===== src/rtl/countdown_timer_p.sv =====
// Countdown timer: hr/min/sec/ms counts down on clk_1khz. Fields are set by edge-detected buttons, and start is a run/pause switch.
// Optional macro COUNTDOWN_AUTO_RELOAD_EN: on expiry, reload the start value and pulse led instead of stopping.
module countdown_timer_p #(
  parameter int MS_PER_SEC = 1000,
  parameter int MAX_HR     = 23,
  localparam int MS_W      = $clog2(MS_PER_SEC),
  localparam int HR_W      = $clog2(MAX_HR + 1),
  localparam int DIGIT_W   = HR_W + 12 + MS_W
) (
  input  logic               clk_1khz,
  input  logic               reset_in,
  input  logic               start,
  input  logic               hr_inc,
  input  logic               min_inc,
  input  logic               sec_inc,
  output logic [DIGIT_W-1:0] digit,
  output logic               led,
  output logic               running
);

  localparam logic [MS_W-1:0] MS_MAX = MS_W'(MS_PER_SEC - 1);
  localparam logic [HR_W-1:0] HR_MAX = HR_W'(MAX_HR);
  localparam logic [5:0]      SM_MAX = 6'd59;

  typedef enum logic [1:0] {
    S_IDLE,
    S_RUN,
    S_PAUSE,
    S_DONE
  } state_t;

  state_t          r_state;
  logic [HR_W-1:0] r_hr;
  logic [5:0]      r_min;
  logic [5:0]      r_sec;
  logic [MS_W-1:0] r_ms;
  logic            r_led;
  logic            r_running;
  logic            r_hr_d;
  logic            r_min_d;
  logic            r_sec_d;

`ifdef COUNTDOWN_AUTO_RELOAD_EN
  logic [DIGIT_W-1:0] r_preset;
`endif

  logic            w_hr_press;
  logic            w_min_press;
  logic            w_sec_press;
  logic            w_any_press;
  logic            w_time_zero;
  logic [HR_W-1:0] w_hr_set;
  logic [5:0]      w_min_set;
  logic [5:0]      w_sec_set;
  logic [MS_W-1:0] w_ms_set;
  logic [HR_W-1:0] w_hr_dec;
  logic [5:0]      w_min_dec;
  logic [5:0]      w_sec_dec;
  logic [MS_W-1:0] w_ms_dec;

  // NOTE: every always_comb output gets a default first so no path leaves it unassigned (no latch).
  always_comb begin
    w_hr_press  = hr_inc  & ~r_hr_d;
    w_min_press = min_inc & ~r_min_d;
    w_sec_press = sec_inc & ~r_sec_d;
    w_any_press = w_hr_press | w_min_press | w_sec_press;
    w_time_zero = (r_hr == '0) && (r_min == '0) && (r_sec == '0) && (r_ms == '0);

    // Each field wraps on its own press; there is no carry between fields.
    w_hr_set  = r_hr;
    w_min_set = r_min;
    w_sec_set = r_sec;
    w_ms_set  = w_any_press ? '0 : r_ms;
    if (w_hr_press)  w_hr_set  = (r_hr  == HR_MAX) ? '0 : r_hr  + 1'b1;
    if (w_min_press) w_min_set = (r_min == SM_MAX) ? '0 : r_min + 1'b1;
    if (w_sec_press) w_sec_set = (r_sec == SM_MAX) ? '0 : r_sec + 1'b1;

    // One tick down. A borrow refills every lower field to its maximum.
    w_hr_dec  = r_hr;
    w_min_dec = r_min;
    w_sec_dec = r_sec;
    w_ms_dec  = r_ms;
    if (r_ms != '0) begin
      w_ms_dec = r_ms - 1'b1;
    end else if (r_sec != '0) begin
      w_sec_dec = r_sec - 1'b1;
      w_ms_dec  = MS_MAX;
    end else if (r_min != '0) begin
      w_min_dec = r_min - 1'b1;
      w_sec_dec = SM_MAX;
      w_ms_dec  = MS_MAX;
    end else if (r_hr != '0) begin
      w_hr_dec  = r_hr - 1'b1;
      w_min_dec = SM_MAX;
      w_sec_dec = SM_MAX;
      w_ms_dec  = MS_MAX;
    end
  end

  // NOTE: sequential state uses non-blocking assignments so every register samples pre-edge values.
  always_ff @(posedge clk_1khz) begin
    // NOTE: reset is synchronous and overrides every state; edge detectors clear so a held button counts once.
    if (reset_in) begin
      r_state   <= S_IDLE;
      r_hr      <= '0;
      r_min     <= '0;
      r_sec     <= '0;
      r_ms      <= '0;
      r_led     <= 1'b0;
      r_running <= 1'b0;
      r_hr_d    <= 1'b0;
      r_min_d   <= 1'b0;
      r_sec_d   <= 1'b0;
`ifdef COUNTDOWN_AUTO_RELOAD_EN
      r_preset  <= '0;
`endif
    end else begin
      r_hr_d  <= hr_inc;
      r_min_d <= min_inc;
      r_sec_d <= sec_inc;

      case (r_state)
        S_IDLE: begin
          r_hr  <= w_hr_set;
          r_min <= w_min_set;
          r_sec <= w_sec_set;
          r_ms  <= w_ms_set;
          r_led <= 1'b0;
          if (start && !w_time_zero) begin
            r_state   <= S_RUN;
            r_running <= 1'b1;
`ifdef COUNTDOWN_AUTO_RELOAD_EN
            r_preset  <= {w_hr_set, w_min_set, w_sec_set, w_ms_set};
`endif
          end
        end

        S_RUN: begin
          if (!start) begin
            r_state   <= S_PAUSE;
            r_running <= 1'b0;
            r_led     <= 1'b0;
          end else if (w_time_zero) begin
`ifdef COUNTDOWN_AUTO_RELOAD_EN
            {r_hr, r_min, r_sec, r_ms} <= r_preset;
            r_led                      <= 1'b1;
`else
            r_state   <= S_DONE;
            r_running <= 1'b0;
            r_led     <= 1'b1;
`endif
          end else begin
            r_hr  <= w_hr_dec;
            r_min <= w_min_dec;
            r_sec <= w_sec_dec;
            r_ms  <= w_ms_dec;
            r_led <= 1'b0;
          end
        end

        S_PAUSE: begin
          r_hr  <= w_hr_set;
          r_min <= w_min_set;
          r_sec <= w_sec_set;
          r_ms  <= w_ms_set;
          r_led <= 1'b0;
          if (start) begin
            r_state   <= S_RUN;
            r_running <= 1'b1;
          end
        end

        S_DONE: begin
          r_hr  <= '0;
          r_min <= '0;
          r_sec <= '0;
          r_ms  <= '0;
          r_led <= 1'b1;
          if (!start) begin
            r_state <= S_IDLE;
            r_led   <= 1'b0;
          end
        end

        default: begin
          r_state   <= S_IDLE;
          r_running <= 1'b0;
          r_led     <= 1'b0;
        end
      endcase
    end
  end

  assign digit   = {r_hr, r_min, r_sec, r_ms};
  assign led     = r_led;
  assign running = r_running;

endmodule


===== config.mk =====
export PLATFORM = sky130hd
export DESIGN_NAME = countdown_timer_p
export DESIGN_NICKNAME = d
export VERILOG_FILES = /design/src/rtl/countdown_timer_p.sv
export SDC_FILE = /design/constraint.sdc
export NUM_CORES = 1
export LEC_CHECK = 0
export ABC_AREA = 0
export BUFFER_PORTS_ARGS = -buffer_cell sky130_fd_sc_hd__buf_2
export CORE_ASPECT_RATIO = 0.75
export CORE_MARGIN = 1
export CORE_UTILIZATION = 29
export DETAILED_ROUTE_END_ITERATION = 6
export PLACE_DENSITY = 0.43
export SYNTH_ARGS = -nofsm -noshare
export SYNTH_HDL_FRONTEND = slang
export SYNTH_SLANG_ARGS = --single-unit
export TNS_END_PERCENT = 20

===== constraint.sdc =====
create_clock -name clk_1khz -period 3.1 [get_ports clk_1khz]
set_clock_uncertainty 0.15 [all_clocks]
set_input_delay 0 -clock clk_1khz [delete_from_list [all_inputs] [get_ports clk_1khz]]
set_output_delay 0 -clock clk_1khz [all_outputs]
set_load 0.01 [all_outputs]

Word level (Yosys, flattened, before mapping):

Index checks and enable logic that the tools add are counted.

* input bits: 6
* output and inout bits: 29
* bits in registers: 34

* eq/ne operators: 23
* add/subtract/negate cells: 7
* reductions and logical operators: 22
* bitwise logic cells: 8
* muxes and demuxes: 49

Operator list (count)
* two-way mux 6 bit: 15
* two-way mux 10 bit: 7
* two-way mux 5 bit: 8
* case mux 6 bit (3 select lines): 2
* case mux 10 bit (3 select lines): 1
* != test 2 bit (second input constant): 9
* case mux 5 bit (3 select lines): 1
* adder 6 x 1 -> 6 bit (second input constant): 2
* == test 6 bit (second input constant): 2
* zero test 6 bit: 2
* AND reduction 4 bit: 3
* nonzero test 6 bit: 2
* subtractor 6 x 1 -> 6 bit (second input constant): 2
* zero test 10 bit: 1
* two-way mux 2 bit: 5
* nonzero test 10 bit: 1
* subtractor 10 x 1 -> 10 bit (second input constant): 1
* != test 2 x 1 -> 1 bit (second input constant): 4
* case mux 2 bit (4 select lines): 1
* two-way mux 1 bit: 7
* AND reduction 7 bit: 1
* != test 3 bit (second input constant): 2
* case mux 1 bit (3 select lines): 2
* AND reduction 6 bit: 1
* other kinds (18): 27

Longest topological paths before layout:

Gate-level depths: netlist of the first run.

* depth in word-level cells: 8
* mapped depth: 9
* mapped depth without buffers: 7

Worst setup path after synthesis of the first run:

OpenSTA, ideal clock, no wires.

* path type: register -> register
* start point: reg r_sec[0]
* end point: reg r_ms[6]
* arrival time: 2023 ps
* setup slack: 810 ps
* buffers on the path: 2
* stages on the path, launching flop included: 10
* setup time: 117 ps
* cell sequence: dfxtp_1 inv_1 ha_1 clkbuf_1 nor3b_1 and4_1 a21oi_1 buf_2 o2bb2ai_1 a32o_1

* word-level cells in the longest chain between the ends: 6

Ends and longest elaborated chain
* start: declaration: line 35 `logic [5:0] r_sec;`
* start signal: assignment: line 126 `r_sec <= w_sec_set;`
* start signal: assignment: line 155 `r_sec <= w_sec_dec;`
* start signal: assignment: line 164 `r_sec <= w_sec_set;`
* nonzero test 6 bit: line 85 `end else if (r_sec != '0) begin`
* two-way mux 10 bit: line 85
* two-way mux 10 bit: line 83 `if (r_ms != '0) begin`
* two-way mux 10 bit: line 143 `end else if (w_time_zero) begin`
* two-way mux 10 bit: line 139 `if (!start) begin`
* case mux 10 bit (3 select lines): line 122 `case (r_state)`
* end signal: assignment: line 127 `r_ms <= w_ms_set;`
* end signal: assignment: line 156 `r_ms <= w_ms_dec;`
* end signal: assignment: line 165 `r_ms <= w_ms_set;`
* end: declaration: line 36 `logic [MS_W-1:0] r_ms;`

Parallel ways exist; a longest one is shown, timed or not. The select of a mux whose other input is x is not followed.
A chain may end at the register's enable or synchronous reset.

Final worst setup path of the first run:

* start point: reg r_min[1]
* end point: reg r_hr[1]

* word-level cells in the longest chain between the ends: 6

Ends and longest elaborated chain
* start: declaration: line 34 `logic [5:0] r_min;`
* start signal: assignment: line 125 `r_min <= w_min_set;`
* start signal: assignment: line 154 `r_min <= w_min_dec;`
* start signal: assignment: line 163 `r_min <= w_min_set;`
* zero test 6 bit: line 67 `w_time_zero = (r_hr == '0) && (r_min == '0) && (r_sec == '0) && (r_ms == '0);`
* logical AND 1 bit (3 in a row): line 67
* != test 2 bit (no line)
* AND reduction 7 bit (no line) *
* end signal: assignment: line 124 `r_hr <= w_hr_set;`
* end signal: assignment: line 153 `r_hr <= w_hr_dec;`
* end signal: assignment: line 162 `r_hr <= w_hr_set;`
* end: declaration: line 33 `logic [HR_W-1:0] r_hr;`

Mark *: on every way between the ends. The rest lies on a longest branch, timed or not.

==> flow_summary.yaml, run 1 <==
outcome:
  outcome: "completed"
global_routing:
  antenna_found_initial: 0
  grt_pass1_vias: 2243
  gr-total-overflow: 0
  grt_max_degree: 32
  grt_pass1_wl_um: 12100
  track_usage: 0.178
worst_setup_path:
  crit_arrival_ns: 2.70
  rr_startpoint: "r_min[1]"
  startpoint_type: "flip-flop"
  path_cells: "inv_1 > ha_1 > nor3b_1 > nand2_1 > o41ai_2 > a21oi_1 > a211oi_1"
  crit_end: "r_hr[1]"
  cp_top_family: "compound AO/OA/AOI/OAI gates"
  path_buf_inv: 1
  cp_max_fo: 7
  crit_start: "r_min[1]"
  cp_slowest_cell: "nor3b_1"
  max_stage_delay_ns: 0.58
  rr_worst_depth: 7
  endpoint_kind: "flip-flop"
  required_ns: 3.16
  worst-path-stages: 7
  r2r-end: "r_hr[1]"
  r2r_slack_ns: 0.46
  crit_type: "flip-flop to flip-flop"
clock_tree:
  clk_pin_slew_ns: 0.08
  numCtsBuffers: 5
  cts_buffer_depth: 2
  clkSinkCount: 34
  cts_hold_buffers: 5
  htree_levels: 2
  clk_latency_ns: 0.29
  cts_tree: "built"
  cts-root-buf: "clkbuf_8"
  ctsResizeCount: 0
  post-cts-setup-buffers: 0
power:
  p_comb_frac: 0.420
  leakage_uw: 0.00119
  p_sw_frac: 0.400
  p_sw_uw: 667
  powerDensity_nw_per_um2: 573
  intPower_uw: 1000
  power_frac_clock: 0.243
  seqPwrFrac: 0.337
  vdd_drop_max_mv: 0.227
synth:
  postSynthAreaPerCell_sq_um: 7.71
  syn_area_sq_um: 2420
  synth_cells: 314
  async_flop_share: 0
  syn_nets: 328
  ys.warnings.count: 0
  synth_cell_types: 68
  ys_seq_elements: 34
  synth-edff-count: 0
  synth_flop_cell: "dfxtp_1"
  ys_seq_area_frac: 0.281
cells_and_area:
  antenna_cells: 0
  area_growth_pct: 20.3
  layout-drive-gt1-share: 0.193
  design_area_sq_um: 2910
  final_nets: 366
  n_fill_cell: 860
flow_run:
  cap_violations: 0
timing:
  tightest_slew_ns: 0.660
  finalCritPeriodShare: 0.851
  slew_viol_final: 0
  grt_setup_unrepaired: "no"
  setup_violations: 0
  relSlewSlack: 0.559
  fin_crit_ns: 2.64
  fin_setup_tns_ns: 0
  timing.fmax_mhz: 379
  whs_ns: 0.312
  hold_viol: 0
drt:
  post-route-drc-count: 0
  drt_iter0_drc: 108
  wl_um: 7410
  ant_nets: 0
  drt_pass1_iterations: 4
  wl_per_cell_um: 16.2
  vias: 2489
  vias_per_cell: 5.43
floorplanning:
  io_pins: 35
  dieWidth_um: 108
  initial_core_util: 0.303
  placementRows: 28
  die-area_sq_um: 8720
  core_sq_um: 7990
  die_h_um: 81.1
placed_design:
  portBuffers: 34
  place_area_sq_um: 2750
  dp_hpwl_um: 5230
  gp_congestion: 0.812
worst_hold_path:
  hold_class: "input pin to flip-flop"
==> worst min-delay path by stage <==
stage                        from      end  slack, ns  depth (start not counted)
after global placement    min_inc  r_min_d       0.07                          2
final                     min_inc  r_min_d       0.31                          3
after floorplan            hr_inc   r_hr_d      -0.02                          1
after global routing      sec_inc  r_sec_d       0.34                          3
after CTS                 min_inc  r_min_d       0.31                          3
after detailed placement  sec_inc  r_sec_d       0.08                          2
==> tightest hold or removal path: cells and delay by family <==
family / cells / cell delay (ns)
and+or+nand+nor: 1 / 0.10
buffers and inverters: 2 / 0.62
==> routing by layer <==
layer  track usage  up-vias  routed length [um]
li1              -     1250                   -
met1         0.287     1163                4160
met2         0.227       74                2820
met3        0.0337        2                 406
met4        0.0521        0                  23
met5             0        -                   0
==> layout by cell type (no fill, tap or decap), types with 5 or more instances in the layout <==
cell type / instances
a211oi_1: 6
a21oi_1: 32
a32o_1: 7
and3_1: 5
buf_2: 34
buf_4: 14
clkbuf_8: 8
dfxtp_1: 34
dlygate4sd3_1: 5
ha_1: 8
inv_1: 11
nand2_1: 25
nand2b_1: 6
nand3_1: 12
nor2_1: 28
nor2b_1: 14
nor3_1: 9
o21ai_0: 11
o21ai_1: 7
==> synth_stat cells (all sizes together) (2+ instances only) <==
| master | count | share of area |
|---|---|---|
| nand4b | 2 | 0.0072 |
| or3 | 2 | 0.0052 |
| nand2b | 6 | 0.016 |
| a211oi | 6 | 0.019 |
| nand2 | 25 | 0.039 |
| inv | 11 | 0.017 |
| a21bo | 2 | 0.0083 |
| nor2 | 28 | 0.043 |
| and4 | 3 | 0.011 |
| o211ai | 3 | 0.0093 |
| o2bb2ai | 2 | 0.0072 |
| a21oi | 32 | 0.066 |
| o41ai | 2 | 0.010 |
| or2 | 2 | 0.0052 |
| and2 | 2 | 0.0052 |
| o22a | 2 | 0.0072 |
| o21ai | 18 | 0.037 |
| and3 | 5 | 0.013 |
| dfxtp | 34 | 0.28 |
| nand3 | 13 | 0.032 |
| nor3b | 2 | 0.0062 |
| nor3 | 9 | 0.019 |
| a31oi | 4 | 0.010 |
| nand4 | 4 | 0.010 |
| a311oi | 3 | 0.011 |
| o21a | 2 | 0.0062 |
| xor2 | 2 | 0.0072 |
| a32o | 7 | 0.029 |
| nor4 | 3 | 0.013 |
| nor2b | 15 | 0.039 |
| a22o | 2 | 0.0072 |
| o31ai | 4 | 0.017 |
| nor4b | 3 | 0.020 |
| ha | 8 | 0.041 |
| buf | 7 | 0.016 |
| clkbuf | 16 | 0.025 |
| mux2i | 2 | 0.0083 |
==> sequential cells by signal, indices dropped and copies added (netlist names) <==
name,flops
r_hr,5
r_min,6
r_state,2
r_hr_d,1
r_ms,10
led,1
running,1
r_sec_d,1
r_min_d,1
r_sec,6
==> area by class of cell <==
| class | count | area (sq um) | share of cell area |
|---|---|---|---|
| multi-input cells | 245 | 1600 | 0.549 |
| flip-flops and latches | 34 | 681 | 0.234 |
| repair buffers | 54 | 345 | 0.119 |
| well taps | 105 | 131 | 0.0451 |
| clock buffers | 8 | 110 | 0.0378 |
| inverters | 12 | 45.0 | 0.0155 |
==> cells by family (layout without fill, tap and decap cells) <==
logic type,Yosys count,count (layout),synth area share
XOR/XNOR,2,2,0.00724
AND/OR/NAND/NOR,126,126,0.289
multiplexers,2,2,0.00827
AO/OA/AOI/OAI,107,107,0.313
adder cells (fa/ha/maj),8,8,0.0413
buffers and inverters,35,74,0.0594
flip-flops,34,34,0.281
==> stage by stage <==
stage | power (uW) | setup WS, ns | cells | util
floorplan | 1040 | 0.810 | 314 | -
global placement | 1270 | 0.656 | 445 | 0.344
detailed placement | 1260 | 0.492 | 445 | 0.344
CTS | 1670 | 0.467 | 458 | 0.365
global route | 1790 | 0.184 | 458 | 0.365
finish | 1670 | 0.461 | 458 | 0.365
==> power groups by stage <==
stage	Clock [uW]	Sequential, uW	Combinational, uW
after floorplan	0	564	481
after global placement	0	572	698
after detailed placement	0	571	691
after CTS	413	561	700
after global routing	432	574	780
final	405	563	700
Note: power is estimated with default switching activity, not from simulation.
==> run 2: changes to the inputs <==
PLACE_DENSITY = 0.45   (was 0.43)
clock period = 2.4 ns   (was 3.1 ns; I/O delays follow)
==> run 2 against run 1 <==
  * Wire length fell by 2.2%
  * Worst setup slack got worse by 0.26 ns
  * Total power rose by 30%
  * Flip-flop and latch count did not move
  * Non-clock buffer count rose by 21
==> flow_summary.yaml, run 2 (synthesized netlist as in run 1, its figures left out) <==
worst_setup_path:
  path_common_cell: "buf_4"
  required_ns: 2.43
  path_buf_inv: 3
  endpoint_kind: "flip-flop"
  crit_arrival_ns: 2.23
  path_cells: "inv_1 > ha_1 > nor4b_4 > buf_4 > and4_1 > a21oi_1 > buf_4 > o32ai_1 > a22o_1"
  r2r-end: "r_ms[2]"
  rr_startpoint: "r_ms[0]"
  r2r_slack_ns: 0.20
  cp_slowest_cell: "dfxtp_1"
  rr_worst_depth: 9
  crit_type: "flip-flop to flip-flop"
  max_stage_delay_ns: 0.33
  cp_max_fo: 12
  startpoint_type: "flip-flop"
  cp_top_family: "compound AO/OA/AOI/OAI gates"
global_routing:
  track_usage: 0.174
  antenna_found_initial: 0
  grt_max_degree: 32
  grt_pass1_wl_um: 12000
  gr-total-overflow: 0
  grt_pass1_vias: 2316
power:
  intPower_uw: 1300
  power_uw: 2170
  vdd_drop_max_mv: 0.323
  leakage_uw: 0.00128
  power_frac_clock: 0.213
  p_sw_frac: 0.399
  powerDensity_nw_per_um2: 712
  p_sw_uw: 866
  p_comb_frac: 0.471
  seqPwrFrac: 0.317
timing:
  grt_setup_unrepaired: "no"
  fin_setup_tns_ns: 0
  relSlewSlack: 0.663
  tightest_slew_ns: 0.501
  timing.fmax_mhz: 454
  fin_crit_ns: 2.20
  slew_viol_final: 0
  setup_violations: 0
  finalCritPeriodShare: 0.918
  hold_viol: 0
floorplanning:
  io_pins: 35
  core_sq_um: 7990
  dieWidth_um: 108
  die_h_um: 81.1
  placementRows: 28
  die-area_sq_um: 8720
  initial_core_util: 0.303
cells_and_area:
  final_nets: 387
  area_growth_pct: 25.7
  antenna_cells: 0
  layout-drive-gt1-share: 0.241
  finalNonFillerCells: 479
  largest-register: "r_ms"
  design_area_sq_um: 3040
  seqCellArea_sq_um: 681
  largest_register_ffs: 10
  multi_input_area_sq_um: 1600
  reg_top3: "r_ms: 10 flops, r_min: 6 flops, r_sec: 6 flops"
  mostFrequentLayoutCell: "buf_4"
  layout_common_cells: "buf_4, buf_2, dfxtp_1, a21oi_1, nor2_1"
  n_fill_cell: 847
worst_hold_path:
  worstHoldEndpoint: "r_hr_d"
  hold_class: "input pin to flip-flop"
  hold_depth: 3
  hold_start: "hr_inc"
outcome:
  outcome: "completed"
drt:
  vias: 2568
  post-route-drc-count: 0
  ant_nets: 0
  drt_pass1_iterations: 4
  vias_per_cell: 5.36
  wl_per_cell_um: 15.1
  drt_iter0_drc: 144
  wl_um: 7250
clock_tree:
  htree_levels: 2
  cts_buffer_depth: 2
  cts_tree: "built"
  clkSinkCount: 34
  clk_pin_slew_ns: 0.08
  numCtsBuffers: 5
  clk_latency_ns: 0.29
  cts-root-buf: "clkbuf_8"
  post-cts-setup-buffers: 0
flow_run:
  cap_violations: 0
placed_design:
  dp_hpwl_um: 5230
  gp_congestion: 0.821
  dp.cells: 466
  portBuffers: 34
  place_area_sq_um: 2900
-- run 2: cell types whose count changed in the layout (fill, tap and decap cells not counted), sizes merged --
| cell | delta |
|---|---|
| clkinv | +1 |
| clkinvlp | +1 |
| buf | +21 |
| clkbuf | -2 |
-- run 2: area by class of cell --
class,count,share of cell area
sequential,34,0.224
tap,105,0.0432
clock buffer,6,0.0271
clock inverter,2,0.00411
multi-input combinational,245,0.526
timing repair buffer,75,0.161
inverter,12,0.0148
-- run 2: tightest hold or removal path, delay by kind of cell --
family	cells	cell delay [ns]
AND/OR/NAND/NOR	1	0.11
buffers and inverters	2	0.62
-- run 2: worst max path at each step --
stage	startpoint	end	slack (ns)	cells past startpoint
2_1_floorplan	r_sec[0]	r_ms[6]	0.11	9
3_3_place_gp	r_ms[0]	r_hr[1]	0.17	7
6_report	r_ms[0]	r_ms[2]	0.20	9
5_1_grt	r_hr[1]	r_ms[2]	0.02	8
3_5_place_dp	r_ms[0]	r_hr[2]	0.18	7
4_1_cts	r_ms[0]	r_hr[1]	0.18	7
-- run 2: metal layers --
| layer | track usage | vias up | wire length [um] |
|---|---|---|---|
| met5 | 0 | - | 0 |
| met4 | 0.0329 | 0 | 25 |
| met3 | 0.0265 | 2 | 317 |
| met2 | 0.249 | 58 | 2840 |
| met1 | 0.270 | 1216 | 4060 |
| li1 | - | 1292 | - |
-- run 2: stage by stage --
stage | worst slack (ns) | hold WS [ns] | util
final | 0.197 | 0.321 | 0.381
after global routing | 0.0177 | 0.341 | 0.381
after CTS | 0.180 | 0.324 | 0.381
after detailed placement | 0.176 | 0.0822 | 0.363
after global placement | 0.167 | 0.0737 | 0.363
after floorplan | 0.110 | -0.0218 | -
-- run 2: power by group through the flow --
stage / registers (uW) / clock network (uW) / logic [uW]
finish: 687 / 461 / 1020
global route: 697 / 491 / 1140
CTS: 686 / 474 / 1020
detailed placement: 699 / 0 / 1000
global placement: 700 / 0 / 1010
floorplan: 728 / 0 / 621
-- run 2: repair_timing --
item,CTS,global route
resized for setup,0,1
endpoints found under the setup margin,0,2
hold buffers,5,0
hold endpoints to repair,6,0
